## config.mk

```make
export PLATFORM = sky130hd
export DESIGN_NAME = if_fetch_unit
export DESIGN_NICKNAME = d
export VERILOG_FILES = /design/src/rtl/if_fetch_unit.sv
export SDC_FILE = /design/constraint.sdc
export NUM_CORES = 1
export LEC_CHECK = 0
export ABC_AREA = 1
export BUFFER_PORTS_ARGS = -buffer_cell sky130_fd_sc_hd__buf_2
export CAP_MARGIN = 20
export CORE_MARGIN = 10
export CORE_UTILIZATION = 40
export DETAILED_ROUTE_END_ITERATION = 12
export PLACE_DENSITY_LB_ADDON = 0.25
export SKIP_CTS_REPAIR_TIMING = 1
export SLEW_MARGIN = 20
export SYNTH_ARGS = -nofsm -noshare
export SYNTH_HDL_FRONTEND = slang
export SYNTH_SLANG_ARGS = --single-unit
```

## constraint.sdc

```tcl
create_clock -name clk -period 3.6 [get_ports clk]
set_clock_uncertainty 0.1 [all_clocks]
set_input_delay 0.36 -clock clk [delete_from_list [all_inputs] [get_ports clk]]
set_output_delay 0.36 -clock clk [all_outputs]
set_load 0.005 [all_outputs]
```

## src/rtl/if_fetch_unit.sv

```systemverilog
// Instruction-fetch front end: PC generation, synchronous ROM requests,
// skid FIFO of {pc, inst} and valid/ready hand-off to decode with redirect flush.
module if_fetch_unit #(
  parameter logic [31:0] RESET_PC = 32'h0000_0000,
  parameter int          ROM_AW   = 12,
  parameter int          DEPTH    = 2
) (
  input  logic              clk,
  input  logic              rst,
  output logic              rom_en,
  output logic [ROM_AW-1:0] rom_addr,
  input  logic [31:0]       rom_inst,
  input  logic              jump_en,
  input  logic [31:0]       jump_addr,
  input  logic              id_ready,
  output logic              if_valid,
  output logic [31:0]       if_pc,
  output logic [31:0]       if_inst,
  output logic              misalign_err
);

  localparam int          PW  = $clog2(DEPTH);
  localparam int          CW  = PW + 1;
  localparam logic [31:0] NOP = 32'h0000_0013;
  localparam logic [CW:0] DEPTH_O = (CW+1)'(DEPTH);
  localparam logic [CW-1:0] DEPTH_C = CW'(DEPTH);

  logic [31:0]   fetch_pc;
  logic          inflight_q;
  logic [31:0]   inflight_pc_q;
  logic [31:0]   mem_pc   [DEPTH];
  logic [31:0]   mem_inst [DEPTH];
  logic [PW-1:0] head_q;
  logic [PW-1:0] tail_q;
  logic [CW-1:0] count_q;
  logic [CW:0]   occ;
  logic [CW:0]   occ_left;
  logic          pop;
  logic          push;
  logic          full;

  assign full     = (count_q == DEPTH_C);
  assign if_valid = (count_q != '0) & !jump_en;
  assign pop      = if_valid & id_ready;
  assign push     = inflight_q & !jump_en;
  assign occ      = {1'b0, count_q} + {{CW{1'b0}}, inflight_q};
  assign occ_left = occ - {{CW{1'b0}}, pop};
  assign rom_en   = rst & !jump_en & (occ_left < DEPTH_O);
  assign rom_addr = fetch_pc[ROM_AW+1:2];
  assign if_pc    = mem_pc[head_q];
  assign if_inst  = if_valid ? mem_inst[head_q] : NOP;

  // PC sequencing, in-flight request tracking and redirect capture
  always_ff @(posedge clk or negedge rst) begin
    if (!rst) begin
      fetch_pc      <= RESET_PC;
      inflight_q    <= 1'b0;
      inflight_pc_q <= RESET_PC;
    end else if (jump_en) begin
      fetch_pc   <= {jump_addr[31:2], 2'b00};
      inflight_q <= 1'b0;
    end else begin
      inflight_q <= rom_en;
      if (rom_en) begin
        inflight_pc_q <= fetch_pc;
        fetch_pc      <= fetch_pc + 32'd4;
      end
    end
  end

  // Sticky flag for a redirect target that is not word aligned
  always_ff @(posedge clk or negedge rst) begin
    if (!rst) begin
      misalign_err <= 1'b0;
    end else if (jump_en && (jump_addr[1:0] != 2'b00)) begin
      misalign_err <= 1'b1;
    end
  end

  // Skid FIFO: a redirect drops every buffered entry
  always_ff @(posedge clk or negedge rst) begin
    if (!rst) begin
      head_q  <= '0;
      tail_q  <= '0;
      count_q <= '0;
      for (int i = 0; i < DEPTH; i++) begin
        mem_pc[i]   <= RESET_PC;
        mem_inst[i] <= NOP;
      end
    end else if (jump_en) begin
      head_q  <= '0;
      tail_q  <= '0;
      count_q <= '0;
    end else begin
      if (push) begin
        mem_pc[tail_q]   <= inflight_pc_q;
        mem_inst[tail_q] <= rom_inst;
        tail_q           <= tail_q + PW'(1);
      end
      if (pop) begin
        head_q <= head_q + PW'(1);
      end
      count_q <= count_q + CW'(push) - CW'(pop);
    end
  end

  ovf_chk: assert property (@(posedge clk) disable iff (!rst)
    !(push && full && !pop));

endmodule

```

== Word level (Yosys, flattened, before mapping) ==
Cells that the tools add are included.
W data, S select, Z words.
Storage, ports and cells
  output and inout port bits: 79
  bits in read-only memories: 0
  logic and storage cells: 59
  memory bits (writable): 0
  memories: 0
  register bits: 198
  latch bits: 0
Cells by class
  reduce and logical (&&, ||, !) cells: 10
  multipliers: 0
  magnitude comparators: 4
  shift operators: 0
  multiplexer cells: 19
  divide/modulo/power cells: 0
  bitwise operators: 8
  add/sub/neg operators: 7
  equality and inequality tests: 0
Operators by type and width (count)
  $mux W32: 10
  $bwmux W64: 2
  $add A32 B3 Y32 const B: 1
  $demux W32 S1: 1
  $reduce_bool A2 Y1: 5
  $and A1 B1 Y1: 5
  $mux W1: 5
  $ge A2 B2 Y1 const B: 2
  $not A1 Y2: 2
  $reduce_and A2 Y1: 2
  $add A2 B1 Y3: 1
  $lt A3 B2 Y1 const B: 1
  $sub A3 B1 Y3: 1
  $add A1 B1 Y1 const B: 2
  $add A2 B1 Y2: 1
  $logic_and A1 B1 Y1: 2
  $lt A2 B1 Y1 const B: 1
  $mux W2: 1
  $sub A2 B1 Y2: 1
  $logic_not A1 Y1: 1
  $not A1 Y1: 1

== Longest topological paths before layout ==
Gate-level depths: netlist of the first run.
  word-level depth: 8
  gate-level depth with buffers: 16
  mapped depth without buffers: 15

== Worst setup path before layout of the first run ==
No wires, ideal clock.
  kind: register -> output
  start point: reg count_q[1]
  end point: out rom_en
  data arrival time: 2.532 ns
  setup slack: 0.608 ns
  data required time: 3.140 ns
  buffers on the path: 1
  stages on the path, launching flop included: 13
  path through: dfrtp_1 inv_1 a21oi_1 nand2_1 inv_1 ha_1 or2_2 fa_1 nand2_1 nor2_1 nand2_2 inv_2 buf_2
Between the ends
  longest elaborated chain between the ends: 6
  elaborated cells on any way between the ends: 7
Ends and longest elaborated chain
  from (decl): RTL line 35  | logic [CW-1:0] count_q;
  from (signal assigned): RTL line 103  | count_q <= count_q + CW'(push) - CW'(pop);
  $reduce_bool A2 Y1: RTL line 43  | assign if_valid = (count_q != '0) & !jump_en;
  $and A1 B1 Y1: RTL line 43
  $and A1 B1 Y1: RTL line 44  | assign pop = if_valid & id_ready;
  $sub A3 B1 Y3 (*): RTL line 47  | assign occ_left = occ - {{CW{1'b0}}, pop};
  $lt A3 B2 Y1 (*): RTL line 48  | assign rom_en = rst & !jump_en & (occ_left < DEPTH_O);
  $and A1 B1 Y1 (*): RTL line 48
  to (decl): RTL line 10  | output logic rom_en,
Mark *: on every way between the ends. The rest lies on a longest branch, timed or not.

== Worst setup path after layout of the first run ==
Same ends and word-level chain as after synthesis.

==> reports/qor.log, run 1 <==
qor: run_status.run_status finished clean
qor: flow_run.maxCapViolCount 0
qor: sta.period_minus_slack 3.37 ns
qor: synthesis.synth_xor_xnor_area_share 0.186%
qor: synthesis.yosys_warns 0
qor: synthesis.synth.yosys.seq_area_share 50.6%
qor: critical_path.timing.critical_path.fanout_max 19
qor: synthesis.post_synth_instance_area 9400 um^2
qor: sta.timing_max_transition_violations_final 0
qor: power_and_ir_drop.vdd_ir_drop_max 314 uV
qor: detailed_routing.vias_per_cell 4.62
qor: placed_design.post_dp_cell_area 10300 um^2
qor: synthesis.post-synth-top-area-fraction 49.0%
qor: synthesis.synth_top_cell_by_area sky130_fd_sc_hd__dfrtp_1
qor: die.core_area 23300 um^2
qor: detailed_routing.via_count 7347
qor: synthesis.yosys.cell_types.count 32
qor: hold_path.min-delay-path-class in2reg
qor: grt.number_of_antenna_violations_at_the_first_check_in_global_routing 0
qor: power_and_ir_drop.powerDensity 675 nW/um^2
qor: clocking.cts_buffers 17
qor: critical_path.rr_startpoint count_q[1]
qor: final_layout.mostFrequentLayoutCells sky130_fd_sc_hd__nand2_1 (329), sky130_fd_sc_hd__dfrtp_1 (182), sky130_fd_sc_hd__inv_1 (169)
qor: detailed_routing.detailedRoute.firstPassIterationCount 6
qor: critical_path.crit_path_start count_q[1]
qor: synthesis.fraction_of_the_mapped_netlist_area_in_adder_cells 0.745%
qor: clocking.clock_path_buffers 2
qor: final_layout.filler_cell_count 2338
qor: synthesis.share_of_synthesized_cell_area_in_and_or_nand_and_nor_gates 20.0%
qor: clocking.tritoncts done
qor: placed_design.hpwl_detailed 16.0 mm
qor: synthesis.syn-mean-instance-area 8.18 um^2
qor: die.floorplan.die_area 30000 um^2
qor: die.fp-row-count 56
qor: die.vertical_extent_of_the_die 173 um
qor: sta.timing_hold_violations_final 0
qor: synthesis.combinational_family_with_the_most_area_after_synthesis simple AND/OR/NAND/NOR gates
qor: detailed_routing.drt-initial-drc-count 588
qor: clocking.htreeDepth 4
qor: critical_path.worstRegToRegCells 14
qor: clocking.clock_insertion_delay_worst_skew 0.42 ns
qor: critical_path.critical_path.endpoint_type output pin
qor: final_layout.area_delta_synth_final 15.6%
qor: critical_path.critical_path_required 3.14 ns
qor: synthesis.gate_count_of_the_mapped_netlist 1150
qor: detailed_routing.wirelength 23.2 mm
qor: die.initial_utilization 40.3%
qor: synthesis.synth.area.mux_share 7.07%
qor: die.die_width 173 um
qor: sta.rsz0062_at_grt false
qor: critical_path.cp_data_arrival_time 2.91 ns
qor: final_layout.cell_area_after_layout 10900 um^2
qor: grt.global_route.overflow_total 0
qor: grt.via_count_of_the_first_global_routing_pass 7379
qor: critical_path.crit-reg2reg-capture fetch_pc[6]
qor: critical_path.critical_path.startpoint_type flip-flop
qor: synthesis.synth-compound-area-share 9.97%
qor: sta.period_share 93.6%
qor: sta.worst_hold_slack 0.0446 ns
qor: grt.wire_length_of_the_first_global_routing_pass 39.1 mm
qor: detailed_routing.drc 0
qor: final_layout.drive_gt1_share 20.9%
qor: die.ios 147
qor: detailed_routing.routedWlPerCell 14.6 um
qor: power_and_ir_drop.cellLeakagePower 5.78 nW
qor: synthesis.postSynthRegisterBits 190
qor: grt.pin_count_of_the_biggest_net_entering_global_routing 149
qor: clocking.tritoncts_num_sinks 190
qor: placed_design.gp_congestion 0.827
qor: critical_path.r2r_setup_slk 0.42 ns
qor: final_layout.final_nets 1332
qor: clocking.clk_pin_slew 0.07 ns
qor: final_layout.antenna_cells_inserted 0
qor: sta.worst_slew_margin 39.8%
qor: detailed_routing.antenna_violating_nets_remaining 0
qor: critical_path.criticalPathCategory reg2out
qor: synthesis.ys_top_cells_by_area sky130_fd_sc_hd__dfrtp_1 (49%), sky130_fd_sc_hd__nand2_1 (13%), sky130_fd_sc_hd__mux2_2 (7.1%)
qor: placed_design.io_buffers 144
qor: sta.clock.fmax 0.297 GHz
qor: final_layout.layout_commonest_cell sky130_fd_sc_hd__nand2_1
qor: clocking.cts_root_buffer sky130_fd_sc_hd__clkbuf_16
qor: sta.finalSetupViolCount 0
qor: grt.track_usage 15.6%
qor: critical_path.cp-endpoint rom_en
qor: sta.worst_pin_slew 0.902 ns
worst max-delay path, stage by stage (launching register included):
cell                       delay [ns]
sky130_fd_sc_hd__dfrtp_2         0.41
sky130_fd_sc_hd__inv_1           0.10
sky130_fd_sc_hd__a21oi_4         0.16
sky130_fd_sc_hd__nand2_1         0.09
sky130_fd_sc_hd__inv_1           0.08
sky130_fd_sc_hd__ha_1            0.22
sky130_fd_sc_hd__or2_2           0.31
sky130_fd_sc_hd__fa_1            0.49
sky130_fd_sc_hd__nand2_1         0.06
sky130_fd_sc_hd__nor2_2          0.15
sky130_fd_sc_hd__nand2_4         0.15
sky130_fd_sc_hd__clkinv_8        0.13
sky130_fd_sc_hd__buf_2           0.12
kinds of logic after synthesis:
family,count (synthesis)
AOI/OAI and AO/OA,180
xor gates and xnor gates,2
adders and majority gates,5
buffers and inverters,239
DFF,190
muxes,59
other,1
and+or+nand+nor,474
synth_stat cells, drive strengths merged:
cell and n:
clkinv 1, mux2 59, or2 3, fa 1, dfstp 6, conb 1
o211ai 9, buf 52, nor2 71, ha 4, o21ai 156, o21bai 1
and2 1, nand3 67, xor2 1, clkbuf 16, xnor2 1, dfrtp 184
inv 170, a21oi 14, nand2 331, nor3 1
worst min-delay path by stage:
stage,slack (ns),depth (start not counted),end,startpoint
6_report,0.04,3,fetch_pc[2],jump_addr[2]
5_1_grt,0.02,3,fetch_pc[2],jump_addr[2]
4_1_cts,-0.24,1,mem_inst[61],rst
3_5_place_dp,0.22,1,mem_inst[29],rst
3_3_place_gp,0.23,1,mem_inst[27],rst
2_1_floorplan,-0.04,0,count_q[0],rst
cell type report:
cell class | count | area, um^2 | area share (%)
Sequential cell | 190 | 4760 | 43.8
Multi-Input combinational cell | 722 | 3610 | 33.2
Timing Repair Buffer | 157 | 905 | 8.32
Inverter | 171 | 656 | 6.03
Clock buffer | 18 | 429 | 3.95
Tap cell | 319 | 399 | 3.67
Clock inverter | 13 | 109 | 1.00
where the power goes:
group          leakage [nW]  internal (mW)  switching [mW]  total [mW]
sequential             2.37           2.97           0.466        3.44
combinational          3.16          0.977            1.17        2.14
clock                 0.250          0.899           0.862        1.76
per-layer routing:
metal / vias up / GRT usage, % / part of all wire, %
met5: - / 0 / 0
met4: 0 / 3.02 / 0.31
met3: 4 / 3.40 / 4.3
met2: 164 / 24.1 / 45
met1: 3383 / 22.2 / 51
li1: 3796 / - / -
registers in the layout, indices dropped and copies added, names as in the netlist:
name / cells
inflight_q: 1
mem_inst: 64
mem_pc: 60
misalign_err: 1
count_q: 2
inflight_pc_q: 30
head_q: 1
tail_q: 1
fetch_pc: 30
metrics by stage:
stage	TNS (ns)	setup slack [ns]	instances	power (mW)	util [%]
3_5_place_dp	0	0.323	1558	5.65	44.2
3_3_place_gp	0	0.417	1558	5.59	44.2
5_1_grt	0	0.0375	1590	7.95	46.6
2_1_floorplan	0	0.608	1151	4.87	-
4_1_cts	-0.114	-0.114	1589	7.46	46.5
6_report	0	0.232	1590	7.34	46.6
Note: power is estimated with default switching activity, not from simulation.
==> inputs of run 2 (changes only) <==
ABC_AREA = 0   (was 1)
==> reports/qor.log, run 2 <==
qor: run_status.run_status finished clean
qor: critical_path.critical_path.startpoint_type flip-flop
qor: critical_path.cp_data_arrival_time 2.89 ns [-0.02 ns]
qor: final_layout.regMostFlops mem_inst
qor: power_and_ir_drop.sw_frac_of_total 27.7% [-6.2 points]
qor: detailed_routing.drc 0 [unchanged]
qor: synthesis.synth_top_cell_by_area sky130_fd_sc_hd__dfrtp_1
qor: synthesis.synth_xor_xnor_area_share 1.30% [+1.1 points]
qor: sta.worst_pin_slew 0.794 ns [-0.108 ns]
qor: synthesis.postSynthRegisterBits 190 [unchanged]
qor: synthesis.post-synth-top-count-cell sky130_fd_sc_hd__mux2_2
qor: critical_path.critPathBufInv 3 [-1]
qor: sta.timing.setup.tns 0 ns [unchanged]
qor: synthesis.gate_count_of_the_mapped_netlist 687 [-40%]
qor: clocking.clock_insertion_delay_worst_skew 0.42 ns [about the same]
qor: critical_path.timing.critical_path.cells o21ai_2 > inv_1 > and2_1 > ha_1 > nand2b_1 > fa_1 > nand2_2 > nor3_4 > buf_12 > buf_2
qor: power_and_ir_drop.combPwrFrac 26.4% [-2.8 points]
qor: final_layout.layout_commonest_cell sky130_fd_sc_hd__mux2_2
qor: final_layout.filler_cell_count 1996 [-15%]
qor: hold_path.holdCritStartpoint jump_addr[3]
qor: die.initial_utilization 40.4% [+0.084 points]
qor: die.fp-row-count 54 [-3.6%]
qor: die.ios 147 [unchanged]
qor: grt.via_count_of_the_first_global_routing_pass 6108 [-17%]
qor: sta.worst_hold_slack 0.0468 ns [+0.00220 ns]
qor: synthesis.ys_top_cells_by_area sky130_fd_sc_hd__dfrtp_1 (53%), sky130_fd_sc_hd__mux2_2 (24%), sky130_fd_sc_hd__mux2i_1 (3.9%)
qor: critical_path.rr_startpoint count_q[1]
qor: critical_path.timing.critical_path.fanout_max 8 [-11]
qor: sta.timing_hold_violations_final 0 [unchanged]
qor: placed_design.gp_congestion 0.784 [-5.1%]
qor: synthesis.post_synth_instance_area 8760 um^2 [-6.9%]
qor: sta.period_share 93.0% [-0.54 points]
qor: synthesis.combinational_family_with_the_most_area_after_synthesis multiplexers
qor: synthesis.synth-async-reset-ratio 100% [unchanged]
qor: sta.timing_max_transition_violations_final 0 [unchanged]
qor: critical_path.criticalPathCategory reg2out
qor: final_layout.mostFrequentLayoutCells sky130_fd_sc_hd__mux2_2 (186), sky130_fd_sc_hd__dfrtp_1 (182), sky130_fd_sc_hd__buf_2 (143)
qor: final_layout.number_of_flip_flops_in_the_largest_register 64 [unchanged]
qor: final_layout.drive_gt1_share 48.6% [+28 points]
qor: placed_design.dpl_cells 1074 [-31%]
qor: placed_design.hpwl_detailed 13.6 mm [-15%]
qor: synthesis.synth_enable_flop_cells 0 [unchanged]
qor: power_and_ir_drop.vdd_ir_drop_max 400 uV [+27%]
qor: critical_path.critical_path_required 3.14 ns [about the same]
qor: final_layout.area_delta_synth_final 19.6%
qor: grt.pin_count_of_the_biggest_net_entering_global_routing 153 [+2.7%]
qor: synthesis.synth.yosys.seq_area_share 54.4% [+3.7 points]
qor: final_layout.antenna_cells_inserted 0 [unchanged]
qor: synthesis.yosys.cell_types.count 41 [+28%]
qor: power_and_ir_drop.pwr-share-clk 26.6% [+2.6 points]
qor: synthesis.synth_flop_cell sky130_fd_sc_hd__dfrtp_1
qor: sta.worst_slew_margin 47.0% [+7.2 points]
qor: final_layout.largest_registers mem_inst x64, mem_pc x60
qor: synthesis.yosys_warns 0 [unchanged]
qor: hold_path.worst_hold_path.num_cells 3 [unchanged]
qor: synthesis.synth-compound-area-share 3.49% [-6.5 points]
qor: detailed_routing.detailedRoute.firstPassIterationCount 4 [-2]
qor: detailed_routing.drt-initial-drc-count 244 [-59%]
qor: sta.finalSetupViolCount 0 [unchanged]
qor: die.core_area 21700 um^2 [-7.0%]
qor: synthesis.synth.area.mux_share 27.8% [+21 points]
qor: critical_path.r2r_setup_slk 0.34 ns [-0.08 ns]
qor: power_and_ir_drop.power_switching 2.11 mW [-15%]
qor: final_layout.final_nets 894 [-33%]
qor: hold_path.timing.hold.worst_endpoint fetch_pc[3]
qor: critical_path.cp.depth 10 [-2]
qor: synthesis.synth_common_cells sky130_fd_sc_hd__mux2_2 (186), sky130_fd_sc_hd__dfrtp_1 (184), sky130_fd_sc_hd__nor2_1 (50)
qor: grt.number_of_antenna_violations_at_the_first_check_in_global_routing 0 [unchanged]
qor: clocking.clk_pin_slew 0.07 ns [about the same]
qor: hold_path.min-delay-path-class in2reg
qor: critical_path.crit-reg2reg-capture fetch_pc[14]
qor: final_layout.total_area_of_multi_input_combinational_cells 3720 um^2 [+3.2%]
qor: die.floorplan.die_area 28200 um^2 [-6.1%]
qor: synthesis.fraction_of_the_mapped_netlist_area_in_adder_cells 0.800% [+0.055 points]
qor: critical_path.worstRegToRegCells 10 [-4]
qor: detailed_routing.vias_per_cell 5.20 [+12%]
qor: critical_path.timing.critical_path.slowest_stage_cell sky130_fd_sc_hd__fa_1
qor: clocking.cts_buffers 17 [unchanged]
qor: power_and_ir_drop.sequentialPowerShare 47.0% [+0.2 points]
qor: detailed_routing.routedWlPerCell 18.1 um [+24%]
qor: flow_run.maxCapViolCount 0 [unchanged]
qor: final_layout.finish.cell_count_without_fillers 1113 [-30%]
qor: clocking.tritoncts done
qor: clocking.htreeDepth 4 [unchanged]
qor: synthesis.post-synth-top-area-fraction 52.6% [+3.6 points]
qor: detailed_routing.antenna_violating_nets_remaining 0 [unchanged]
qor: power_and_ir_drop.power.internal 5.51 mW [+14%]
qor: final_layout.regArea 4770 um^2 [about the same]
qor: die.vertical_extent_of_the_die 168 um [-3.1%]
qor: sta.rsz0062_at_grt false
qor: critical_path.worst_path_dominant_cell_family adder cells
qor: sta.period_minus_slack 3.35 ns [-0.0193 ns]
qor: grt.track_usage 14.2% [-1.5 points]
qor: detailed_routing.wirelength 20.2 mm [-13%]
qor: clocking.tritoncts_num_sinks 190 [unchanged]
qor: die.die_width 168 um [-3.1%]
qor: synthesis.share_of_synthesized_cell_area_in_and_or_nand_and_nor_gates 8.63% [-11 points]
qor: critical_path.critical-path-max-stage-delay 0.52 ns [+0.03 ns]
qor: power_and_ir_drop.powerDensity 728 nW/um^2 [+7.8%]
qor: sta.clock.fmax 0.299 GHz [+0.58%]
qor: critical_path.critical_path.endpoint_type output pin
qor: clocking.clock_path_buffers 2 [unchanged]
qor: placed_design.io_buffers 144 [unchanged]
qor: grt.global_route.overflow_total 0 [unchanged]
qor: synthesis.syn-mean-instance-area 12.7 um^2 [+56%]
qor: power_and_ir_drop.cellLeakagePower 4.64 nW [-20%]
qor: clocking.cts_root_buffer sky130_fd_sc_hd__clkbuf_16
qor: detailed_routing.via_count 5783 [-21%]
qor: grt.wire_length_of_the_first_global_routing_pass 32.7 mm [-16%]
==> run 2: changes by cell type in the layout (fill, tap and decap cells not counted), sizes merged, moves of 9 or more <==
cell / change
buf: +9
nand4: +15
o21ai: -140
nand3: -55
nand2: -298
inv: -165
mux2i: +34
mux2: +127
a31oi: +15
or4: +17
o31ai: +12
a21oi: -14
nor2: -21
==> run 2: per-stage QoR <==
stage	utilization (%)	worst slack, ns	cell area (um^2)	power [mW]
6_report	48.3	0.251	10500	7.62
5_1_grt	48.3	0.0416	10500	8.14
4_1_cts	47.9	0.0478	10400	7.71
3_5_place_dp	45.0	0.350	9760	5.66
3_3_place_gp	45.0	0.430	9760	5.58
2_1_floorplan	-	0.0144	8770	4.91
==> run 2: cell families after synthesis <==
family / after synthesis
mux: 220
xor+xnor: 13
buf+inv: 60
compound gates: 48
flops: 190
fa+ha+maj: 5
simple gates: 150
other cells: 1
==> run 2: power groups by stage <==
stage	clock (mW)	sequential, mW	combinational (mW)
after global routing	2.17	3.73	2.25
after detailed placement	0	3.64	2.02
final	2.03	3.59	2.01
after CTS	2.08	3.60	2.03
after floorplan	0	3.42	1.49
after global placement	0	3.61	1.98
==> run 2: worst min-delay path, stage by stage <==
cell                      delay [ns]
sky130_fd_sc_hd__buf_2          0.08
sky130_fd_sc_hd__nand2_1        0.04
sky130_fd_sc_hd__o21ai_0        0.05
==> run 2: area by class of cell <==
type / instances / area share [%]
Clock buffer: 19 / 4.32
Clock inverter: 12 / 1.73
Sequential cell: 190 / 45.5
Multi-Input combinational cell: 438 / 35.6
Inverter: 7 / 0.251
Timing Repair Buffer: 167 / 9.28
Tap cell: 280 / 3.34
==> run 2: worst max path at each step <==
stage | end | start
floorplan | fetch_pc[11] | jump_en
global placement | fetch_pc[26] | count_q[1]
detailed placement | fetch_pc[14] | count_q[1]
CTS | rom_en | count_q[1]
global route | rom_en | count_q[1]
finish | rom_en | count_q[1]
==> run 2: layer usage <==
metal / track usage (%) / vias up / share of wire, %
met5: 0 / - / 0
met4: 4.20 / 0 / 1.1
met3: 3.26 / 15 / 3.8
met2: 23.9 / 108 / 50
met1: 17.7 / 2938 / 45
li1: - / 2722 / -
==> inputs of run 3 (changes only) <==
BUFFER_PORTS_ARGS = -buffer_cell sky130_fd_sc_hd__clkbuf_2   (was -buffer_cell sky130_fd_sc_hd__buf_2)
CTS_CLUSTER_SIZE = 16   (was default)
==> reports/qor.log, run 3 (same netlist as run 2, synthesis figures left out) <==
qor: final_layout.cell_area_after_layout 10400 um^2 [-0.78%]
qor: final_layout.largest_registers mem_inst x64, mem_pc x60
qor: power_and_ir_drop.sequentialPowerShare 47.9% [+0.9 points]
qor: clocking.clk_pin_slew 0.07 ns [about the same]
qor: final_layout.finalCoreUtilization 47.9% [-0.37 points]
qor: critical_path.critical_path_required 3.14 ns [about the same]
qor: die.vertical_extent_of_the_die 168 um [unchanged]
qor: clocking.tritoncts_num_sinks 190 [unchanged]
qor: placed_design.io_buffers 144 [unchanged]
qor: final_layout.number_of_flip_flops_in_the_largest_register 64 [unchanged]
qor: grt.pin_count_of_the_biggest_net_entering_global_routing 63 [-59%]
qor: clocking.cts_buffers 17 [unchanged]
qor: critical_path.critical-path-max-stage-delay 0.56 ns [+0.04 ns]
qor: power_and_ir_drop.power_switching 2.16 mW [+2.3%]
qor: sta.post-route-worst-setup-slack 0.171 ns [-0.0799 ns]
qor: clocking.clock_insertion_delay_worst_skew 0.42 ns [about the same]
qor: detailed_routing.vias_per_cell 5.12 [-1.4%]
qor: sta.timing_max_transition_violations_final 0 [unchanged]
qor: sta.finalSetupViolCount 0 [unchanged]
qor: grt.number_of_antenna_violations_at_the_first_check_in_global_routing 1 [+1]
qor: clocking.tritoncts done
qor: final_layout.mostFrequentLayoutCells sky130_fd_sc_hd__mux2_2 (186), sky130_fd_sc_hd__dfrtp_1 (182), sky130_fd_sc_hd__clkbuf_2 (143)
qor: final_layout.drive_gt1_share 48.5% [-0.12 points]
qor: power_and_ir_drop.power.internal 5.31 mW [-3.6%]
qor: critical_path.timing.critical_path.cells o21ai_2 > inv_1 > and2_1 > ha_1 > nand2b_1 > fa_1 > nand2_4 > nor3_4 > buf_12 > clkbuf_2
qor: detailed_routing.routedWlPerCell 18.1 um [-0.40%]
qor: power_and_ir_drop.p_total 7.47 mW [-2.0%]
qor: sta.worst_hold_slack 0.0405 ns [-0.00628 ns]
qor: final_layout.final_nets 891 [-0.34%]
qor: critical_path.criticalPathCategory reg2out
qor: sta.period_minus_slack 3.43 ns [+0.0799 ns]
qor: detailed_routing.detailedRoute.firstPassIterationCount 4 [unchanged]
qor: die.initial_utilization 40.4% [unchanged]
qor: placed_design.dpl_cells 1076 [+0.19%]
qor: critical_path.timing.critical_path.slowest_stage_cell sky130_fd_sc_hd__fa_1
qor: die.die_width 168 um [unchanged]
qor: detailed_routing.wirelength 20.1 mm [-0.49%]
qor: die.fp-row-count 54 [unchanged]
qor: detailed_routing.antenna_violating_nets_remaining 0 [unchanged]
qor: die.ios 147 [unchanged]
qor: sta.clock.fmax 0.292 GHz [-2.3%]
qor: sta.worst_slew_margin 49.2% [+2.1 points]
qor: critical_path.critical_path.startpoint_type flip-flop
qor: grt.via_count_of_the_first_global_routing_pass 6126 [+0.29%]
qor: detailed_routing.drt-initial-drc-count 220 [-9.8%]
qor: flow_run.maxCapViolCount 0 [unchanged]
qor: power_and_ir_drop.combPwrFrac 26.6% [+0.2 points]
qor: placed_design.hpwl_detailed 13.7 mm [+0.71%]
qor: sta.timing.setup.tns 0 ns [unchanged]
qor: final_layout.filler_cell_count 1978 [-0.90%]
qor: power_and_ir_drop.sw_frac_of_total 28.9% [+1.2 points]
qor: grt.track_usage 14.4% [+0.25 points]
qor: grt.wire_length_of_the_first_global_routing_pass 33.1 mm [+1.1%]
qor: placed_design.gp_congestion 0.801 [+2.2%]
qor: sta.rsz0062_at_grt true
qor: clocking.clock_path_buffers 2 [unchanged]
qor: die.floorplan.die_area 28200 um^2 [unchanged]
qor: critical_path.crit_path_start count_q[1]
qor: power_and_ir_drop.pwr-share-clk 25.5% [-1.1 points]
qor: final_layout.layout_commonest_cell sky130_fd_sc_hd__mux2_2
qor: critical_path.rr_startpoint count_q[1]
qor: clocking.cts_root_buffer sky130_fd_sc_hd__clkbuf_16
qor: placed_design.dpl_worst_slack 0.158 ns [-0.192 ns]
qor: sta.period_share 95.2% [+2.2 points]
qor: detailed_routing.drc 0 [unchanged]
qor: run_status.run_status finished clean
qor: detailed_routing.via_count 5696 [-1.5%]
qor: final_layout.area_delta_synth_final 18.7%
qor: placed_design.post_dp_cell_area 9730 um^2 [-0.23%]
qor: final_layout.regMostFlops mem_inst
qor: die.core_area 21700 um^2 [unchanged]
qor: final_layout.finish.cell_count_without_fillers 1112 [-0.090%]
qor: hold_path.min-delay-path-class in2reg
qor: critical_path.timing.critical_path.fanout_max 20 [+12]
qor: sta.timing_hold_violations_final 0 [unchanged]
qor: power_and_ir_drop.powerDensity 719 nW/um^2 [-1.2%]
qor: hold_path.holdCritStartpoint jump_addr[5]
qor: critical_path.critical_path.endpoint_type output pin
qor: clocking.htreeDepth 4 [unchanged]
qor: power_and_ir_drop.cellLeakagePower 4.59 nW [-1.0%]
qor: power_and_ir_drop.vdd_ir_drop_max 334 uV [-16%]
qor: grt.global_route.overflow_total 0 [unchanged]
qor: critical_path.cp_data_arrival_time 2.97 ns [+0.08 ns]
qor: sta.worst_pin_slew 0.763 ns [-0.0318 ns]
run 3: final timing paths:
check                           cells after the start  slack (ns)           end
worst max-delay path                               10        0.17        rom_en
worst min-delay path                                3        0.04   fetch_pc[5]
worst max register to register                     10        0.25  fetch_pc[28]
worst min register to register                      1        0.38  misalign_err
max in group asynchronous                           3        2.23    mem_pc[50]
min in group asynchronous                           3        0.42   mem_inst[9]
run 3: power groups by stage:
stage	Combinational (mW)	Clock, mW	Sequential [mW]
global route	2.23	2.06	3.72
finish	1.99	1.90	3.58
floorplan	1.49	0	3.42
detailed placement	2.02	0	3.63
global placement	1.98	0	3.60
CTS	2.03	1.97	3.59
run 3: layer usage:
layer / wire length [um] / track usage, %
met3: 888 / 3.80
met2: 9980 / 23.1
met1: 8990 / 18.4
met4: 216 / 4.88
met5: 0 / 0
run 3: worst max-delay path: cells and delay by family, from the launching register on:
kind | cells | cell delay, ns
buffers and inverters | 3 | 0.41
adders and majority gates | 2 | 0.83
AOI/OAI and AO/OA | 1 | 0.15
and+or+nand+nor | 4 | 0.68
DFF | 1 | 0.47
run 3: final cells by class:
| cell class | count | area (um^2) | share of cell area [%] |
|---|---|---|---|
| Sequential cell | 190 | 4770 | 45.9 |
| Multi-Input combinational cell | 438 | 3730 | 35.9 |
| Timing Repair Buffer | 164 | 927 | 8.92 |
| Clock buffer | 20 | 467 | 4.49 |
| Tap cell | 280 | 350 | 3.37 |
| Clock inverter | 12 | 124 | 1.19 |
| Inverter | 7 | 26.3 | 0.253 |
| Antenna cell | 1 | 2.50 | 0.0241 |
